===== src/rtl/adc_axis_packetizer.sv =====
// adc_axis_packetizer
// ADC front end: divides the stream clock down to the ADC conversion clock,
// captures one sample (or a test ramp) per conversion, frames the samples
// into packets and streams them out of a small FIFO as an AXI4-Stream master.
// Stop requests finish the current packet before the block returns to idle.

module adc_axis_packetizer #(
  parameter int ADC_WIDTH              = 14,
  parameter int C_M00_AXIS_TDATA_WIDTH = 16,
  parameter int CLK_DIV                = 4,
  parameter int FIFO_DEPTH             = 16
) (
  input  logic                                  m00_axis_aclk,
  input  logic                                  m00_axis_areset,
  output logic                                  adc_clk,
  input  logic [ADC_WIDTH-1:0]                  adc_data,
  input  logic                                  adc_otr,
  input  logic [3:0]                            control,
  input  logic [15:0]                           pkt_len,
  output logic [31:0]                           status,
  output logic                                  m00_axis_tvalid,
  output logic [C_M00_AXIS_TDATA_WIDTH-1:0]     m00_axis_tdata,
  output logic [C_M00_AXIS_TDATA_WIDTH/8-1:0]   m00_axis_tstrb,
  output logic                                  m00_axis_tlast,
  input  logic                                  m00_axis_tready
);

  localparam int TDW  = C_M00_AXIS_TDATA_WIDTH;
  localparam int AW   = $clog2(FIFO_DEPTH);
  localparam int DIVW = (CLK_DIV > 2) ? $clog2(CLK_DIV) : 1;

  localparam logic [DIVW-1:0] DIV_LAST = DIVW'(CLK_DIV - 1);
  localparam logic [DIVW-1:0] DIV_HALF = DIVW'(CLK_DIV / 2);

  // One FIFO entry: the stream word plus its packet-end marker.
  typedef struct packed {
    logic           last;
    logic [TDW-1:0] data;
  } fifo_word_t;

  typedef enum logic [1:0] {
    S_IDLE,
    S_RUN,
    S_FLUSH,
    S_DRAIN
  } state_t;

  // Control decode
  logic stream_enable, clear_overrun, clear_otr, test_mode;
  assign stream_enable = control[0];
  assign clear_overrun = control[1];
  assign clear_otr     = control[2];
  assign test_mode     = control[3];

  state_t               state;
  logic [DIVW-1:0]      div;
  logic [ADC_WIDTH-1:0] ramp;
  logic [15:0]          idx;
  logic [15:0]          pkt_len_q;

  logic [AW:0]          wr_ptr, rd_ptr;
  fifo_word_t           mem [FIFO_DEPTH];
  fifo_word_t           rd_word, cap_word;

  logic                 ovr_sticky, otr_sticky;
  logic [15:0]          ovr_count;

  logic capturing, div_last, flush_stop, strobe;
  logic cap_otr, cap_last;
  logic [ADC_WIDTH-1:0] cap_data;
  logic fifo_empty, fifo_full, pop, push, drop;

  // Capture timing: one strobe per divider period while capturing. Once a
  // stop has been requested and we are sitting on a packet boundary, the
  // strobe is suppressed so no sample of a new packet leaks out.
  assign capturing  = (state == S_RUN) || (state == S_FLUSH);
  assign div_last   = (div == DIV_LAST);
  assign flush_stop = (state == S_FLUSH) && ((pkt_len_q == 16'd0) || (idx == 16'd0));
  assign strobe     = capturing && div_last && !flush_stop;

  // Conversion clock decoded from the divider flops: high for the first half.
  assign adc_clk = capturing && (div < DIV_HALF);

  // Sample selection and word assembly
  assign cap_otr  = test_mode ? 1'b0 : adc_otr;
  assign cap_data = test_mode ? ramp : adc_data;
  assign cap_last = (pkt_len_q != 16'd0) && (idx == pkt_len_q - 16'd1);

  // Build the stored word: sample in the low bits, OTR in the MSB, rest zero.
  always_comb begin
    cap_word                     = '0;
    cap_word.last                = cap_last;
    cap_word.data[ADC_WIDTH-1:0] = cap_data;
    cap_word.data[TDW-1]         = cap_otr;
  end

  // FIFO status; pointers carry one wrap bit to tell full from empty.
  assign fifo_empty = (wr_ptr == rd_ptr);
  assign fifo_full  = (wr_ptr[AW] != rd_ptr[AW]) &&
                      (wr_ptr[AW-1:0] == rd_ptr[AW-1:0]);
  assign pop        = !fifo_empty && m00_axis_tready;
  // A full FIFO still takes the sample when a word leaves in the same cycle.
  assign push       = strobe && (!fifo_full || pop);
  assign drop       = strobe && fifo_full && !pop;

  // Sequencer: divider, ramp, packet index and run/flush/drain state.
  always_ff @(posedge m00_axis_aclk) begin
    if (m00_axis_areset) begin
      state     <= S_IDLE;
      div       <= '0;
      ramp      <= '0;
      idx       <= '0;
      pkt_len_q <= '0;
    end else begin
      // Dropped samples still step the ramp and index so framing is kept.
      if (strobe) begin
        ramp <= ramp + 1'b1;
        idx  <= cap_last ? 16'd0 : idx + 16'd1;
      end
      case (state)
        S_IDLE: begin
          div <= '0;
          if (stream_enable) begin
            state     <= S_RUN;
            idx       <= '0;
            ramp      <= '0;
            pkt_len_q <= pkt_len;
          end
        end
        S_RUN: begin
          div <= div_last ? '0 : div + 1'b1;
          if (!stream_enable) state <= S_FLUSH;
        end
        S_FLUSH: begin
          if (flush_stop || (strobe && cap_last)) begin
            state <= S_DRAIN;
            div   <= '0;
          end else begin
            div <= div_last ? '0 : div + 1'b1;
          end
        end
        S_DRAIN: begin
          div <= '0;
          if (fifo_empty) state <= S_IDLE;
        end
        default: begin
          state <= S_IDLE;
          div   <= '0;
        end
      endcase
    end
  end

  // FIFO pointers; reset discards any buffered words.
  always_ff @(posedge m00_axis_aclk) begin
    if (m00_axis_areset) begin
      wr_ptr <= '0;
      rd_ptr <= '0;
    end else begin
      if (push) wr_ptr <= wr_ptr + 1'b1;
      if (pop)  rd_ptr <= rd_ptr + 1'b1;
    end
  end

  // FIFO storage; contents are don't-care while the pointers say empty.
  always_ff @(posedge m00_axis_aclk) begin
    if (push) mem[wr_ptr[AW-1:0]] <= cap_word;
  end

  assign rd_word = mem[rd_ptr[AW-1:0]];

  // Sticky flags and overrun counter; a clear beats a same-cycle set.
  always_ff @(posedge m00_axis_aclk) begin
    if (m00_axis_areset) begin
      ovr_sticky <= 1'b0;
      ovr_count  <= '0;
      otr_sticky <= 1'b0;
    end else begin
      if (clear_overrun) begin
        ovr_sticky <= 1'b0;
        ovr_count  <= '0;
      end else if (drop) begin
        ovr_sticky <= 1'b1;
        if (ovr_count != 16'hFFFF) ovr_count <= ovr_count + 16'd1;
      end
      if (clear_otr)             otr_sticky <= 1'b0;
      else if (strobe && cap_otr) otr_sticky <= 1'b1;
    end
  end

  // Stream outputs: head of FIFO, forced to zero when nothing is buffered.
  assign m00_axis_tvalid = !fifo_empty;
  assign m00_axis_tdata  = fifo_empty ? '0 : rd_word.data;
  assign m00_axis_tlast  = !fifo_empty && rd_word.last;
  assign m00_axis_tstrb  = '1;

  // Status built only from flops, so it trails its cause by one cycle.
  assign status = {ovr_count, 12'd0, fifo_full, otr_sticky, ovr_sticky,
                   (state != S_IDLE)};

endmodule

===== config.mk =====
export PLATFORM = sky130hd
export DESIGN_NAME = adc_axis_packetizer
export DESIGN_NICKNAME = d
export VERILOG_FILES = /design/src/rtl/adc_axis_packetizer.sv
export SDC_FILE = /design/constraint.sdc
export NUM_CORES = 1
export LEC_CHECK = 0
export BUFFER_PORTS_ARGS = -buffer_cell sky130_fd_sc_hd__buf_2
export CAP_MARGIN = 20
export CORE_ASPECT_RATIO = 1.4
export CORE_MARGIN = 8
export CORE_UTILIZATION = 53
export DETAILED_ROUTE_END_ITERATION = 10
export GPL_TIMING_DRIVEN = 1
export PLACE_DENSITY = 0.71
export SYNTH_ARGS = -nofsm -noshare
export SYNTH_HDL_FRONTEND = slang
export SYNTH_SLANG_ARGS = --single-unit
export TNS_END_PERCENT = 20

===== constraint.sdc =====
create_clock -name m00_axis_aclk -period 4.16 [get_ports m00_axis_aclk]
set_input_delay 0.832 -clock m00_axis_aclk [delete_from_list [all_inputs] [get_ports m00_axis_aclk]]
set_output_delay 0.832 -clock m00_axis_aclk [all_outputs]
set_load 0.02 [all_outputs]

==> flow_summary_export.csv <==
group,metric,value,unit
critical_path,critical_path_peak_fanout,23,
timing,max_freq,0.2770,GHz
detailed_routing,dr_total_vias,8245,
clock_network,numCtsBuffers,31,
logic_synthesis,synth_commonest_cells,"256 x sky130_fd_sc_hd__edfxtp_1, 82 x sky130_fd_sc_hd__dfxtp_1, 64 x sky130_fd_sc_hd__mux4_2, 64 x sky130_fd_sc_hd__nand2_1, 63 x sky130_fd_sc_hd__nor2_1",
clock_network,root_buffer,"sky130_fd_sc_hd__clkbuf_16",
detailed_routing,route.detailed.vias_per_inst,5.674,
power_and_ir_drop,vdd_ir_drop_max,0.0003988,V
critical_path,worst_setup_path_start_kind,"flop",
finish,area_growth,13.80,%
timing,setup_violations,0,
critical_path,worst_ep_required_time,3.33,ns
die,initial_utilization,53.70,%
logic_synthesis,netlist_instances,981,
timing,final_max_slew_viol_count,0,
critical_path,dominant_delay_contributor_by_cell_family_on_the_critical_path,"flip-flops",
placement,finalWeightedCongestion,0.8651,
critical_path,endpoint_of_the_worst_setup_timing_path,"m00_axis_tdata[10]",
timing,min_period_over_period,86.78,%
power_and_ir_drop,post-layout-total-power,7.429,mW
critical_path,worst_r2r_path_depth,10,
run,drv_cap,0,
die,die-height,211.1,um
detailed_routing,wire_per_inst,21.24,um
critical_path,r2r_setup_slack,0.87,ns
die,num_io_pins,91,
timing,fin_setup_tns,0,ns
timing,tightest_slew,0.9323,ns
placement,io_buffer_count,75,
timing,final_worst_setup_slack,0.5498,ns
finish,finalNetCount,1117,
finish,finish.cell_count_without_fillers,1453,
critical_path,endpoint_kind,"primary output",
logic_synthesis,ys_async_sr_fraction,0,%
critical_path,path_buf_inv,2,
grt,grt.overflow.total,0,
timing,max_slew_margin,37.85,%
critical_path,timing.critical_path.slowest_stage_cell,"sky130_fd_sc_hd__dfxtp_4",
clock_network,cts_resized,0,
placement,dp_slack,0.9206,ns
timing,timing.clock.skew,0.01461,ns
finish,final_util,61.11,%
die,die_width,155.3,um
timing,timing.final.crit_period,3.610,ns
detailed_routing,postRouteWirelength,30.86,mm
logic_synthesis,number_of_storage_elements_in_the_synthesis_netlist,338,
logic_synthesis,synth_edf_count,256,
min_path,hold-path-cell-count,1,
clock_network,cts_post_setup_buffers_inserted,0,
detailed_routing,detail_route.iter0.violations,578,
finish,design_area,16400,um^2
grt,antenna_found_initial,0,
logic_synthesis,synth.top_cells.by_area,"sky130_fd_sc_hd__edfxtp_1 53%, sky130_fd_sc_hd__dfxtp_1 11%, sky130_fd_sc_hd__mux4_2 10%, sky130_fd_sc_hd__xnor2_1 2.4%, sky130_fd_sc_hd__xor2_1 1.9%",
logic_synthesis,yosys.cell_types.count,61,
grt,number_of_global_route_vias_before_repair,8541,
placement,postPlaceCellArea,15240,um^2
clock_network,worst_skew_pair_later_pin_latency,0.55,ns
logic_synthesis,yosysSeqAreaShare,64.75,%
critical_path,reg2reg_to,"wr_ptr[4]",
critical_path,critical_path_cell_count,5,
power_and_ir_drop,leakage,5.520,nW
clock_network,htree_num_levels,1,
grt,track_usage,19.07,%
clock_network,hold_buffers,0,
die,placement_rows,71,
detailed_routing,count_of_nets_left_with_antenna_violations_after_detail_routing,0,
logic_synthesis,post_synth.cell_area_avg,14.69,um^2
critical_path,critical-path-top-cell-by-count,"sky130_fd_sc_hd__a211oi_1",
timing,final_hold_viol_count,0,
logic_synthesis,postSynth.topFlopCell,"sky130_fd_sc_hd__edfxtp_1",
clock_network,tritoncts,"built",
critical_path,crit_path_max_incr_delay,0.65,ns
power_and_ir_drop,power_density_over_cell_area,453.1,nW/um^2
critical_path,critical_path.cell_chain,"buf_4, mux4_2, a211oi_1, a211oi_1, buf_2",
grt,grt_start_max_net_pins,38,
critical_path,critical_path_arrival,2.78,ns
logic_synthesis,yosys_warning_count,0,
logic_synthesis,synthDominantAreaCellType,"sky130_fd_sc_hd__edfxtp_1",
min_path,hp-class,"flop to flop",
detailed_routing,drt_pre_antenna_iters,5,
clock_network,cts.sinks,338,
finish,drive_above_1_share,24.45,%
clock_network,cts-root-to-sink-buffers,3,
logic_synthesis,synthDominantCellAreaShare,53.36,%
run_status,run_status,"complete, no violations",
detailed_routing,drc_errors,0,
timing,rsz0062_at_grt,"false",
placement,dp_hpwl,21.26,mm
logic_synthesis,yosysMostFrequentCell,"sky130_fd_sc_hd__edfxtp_1",
critical_path,crit-reg2reg-launch,"pkt_len_q[0]",
placement,place.detailed.instances,1394,
die,die_area,32790,um^2
die,core_area,26830,um^2
grt,grt_first_pass_wirelength,48.24,mm
clock_network,clk_transition_reported_paths,0.06,ns
logic_synthesis,synth.cell_area,14410,um^2
critical_path,kind_of_critical_path,"flop to primary output",
finish,antenna_cells,0,
timing,worst_hold_slack,0.4313,ns
-- layer usage --
metal / up-vias / part of all wire, % / track usage (%)
met4: 0 / 2.8 / 5.940
met5: - / 0 / 0
met1: 4114 / 40 / 23.11
met3: 47 / 5.0 / 2.867
met2: 210 / 52 / 34.33
li1: 3874 / - / -
-- flip-flops by register name, indices dropped and copies added, names as in the netlist, named ones only --
signal	cells
wr_ptr	5
pkt_len_q	16
state	2
mem	256
rd_ptr	5
otr_sticky	1
div	2
ovr_sticky	1
ovr_count	16
idx	16
ramp	14
-- power breakdown --
group | total [mW] | switching [mW] | internal [mW]
clock | 3.02 | 1.21 | 1.81
sequential | 3.72 | 0.0544 | 3.66
combinational | 0.692 | 0.440 | 0.253
-- how the worst min path moves through the flow --
stage                     startpoint    endpoint  slack, ns
final                         div[0]      div[0]       0.43
after global routing      control[2]  otr_sticky       0.43
after CTS                 control[2]  otr_sticky       0.42
after detailed placement      div[0]      div[0]       0.42
after global placement        div[0]      div[0]       0.42
after floorplan               div[0]      div[0]       0.40
-- worst reg2reg max path, delay by kind of cell (launching register included) --
family,cells,cell delay [ns]
compound gates,2,0.81
xor+xnor,1,0.29
fa+ha+maj,1,0.20
buf+inv,2,0.28
simple gates,4,1.23
flops,1,0.36
-- area by class of cell --
cell class | count | area [um^2]
repair buffers | 109 | 675.6
fillers | 2066 | 10430
clock buffers | 44 | 969.7
well taps | 365 | 456.7
clock inverters | 13 | 150.1
flip-flops and latches | 338 | 9335
multi-input cells | 567 | 4745
inverters | 17 | 63.81
-- cell families after synthesis --
family | Yosys count | synth area share, %
other cells | 2 | 0.05213
fa+ha+maj | 15 | 1.303
buf+inv | 89 | 3.013
simple gates | 279 | 9.848
compound gates | 89 | 4.238
flops | 338 | 64.75
xor+xnor | 72 | 4.377
mux | 97 | 12.42
-- cells in the final DEF (no fill, tap or decap), drive strengths merged, types with 3 or more instances in the layout --
master,instances
dfxtp,82
nor3,37
nand4,25
inv,19
mux2,14
mux4,64
clkinv,7
a211oi,34
a21oi,29
conb,15
nand2,64
clkbuf,44
nand3,22
nor2b,21
nand2b,3
buf,109
or4,4
nor2,63
and4,7
nor4,9
and2,6
bufinv,3
ha,15
edfxtp,256
xor2,32
mux2i,19
o31ai,3
o21ai,4
xnor2,40
and3,7
nor3b,5
No activity file was read; power rests on OpenSTA's default activity.
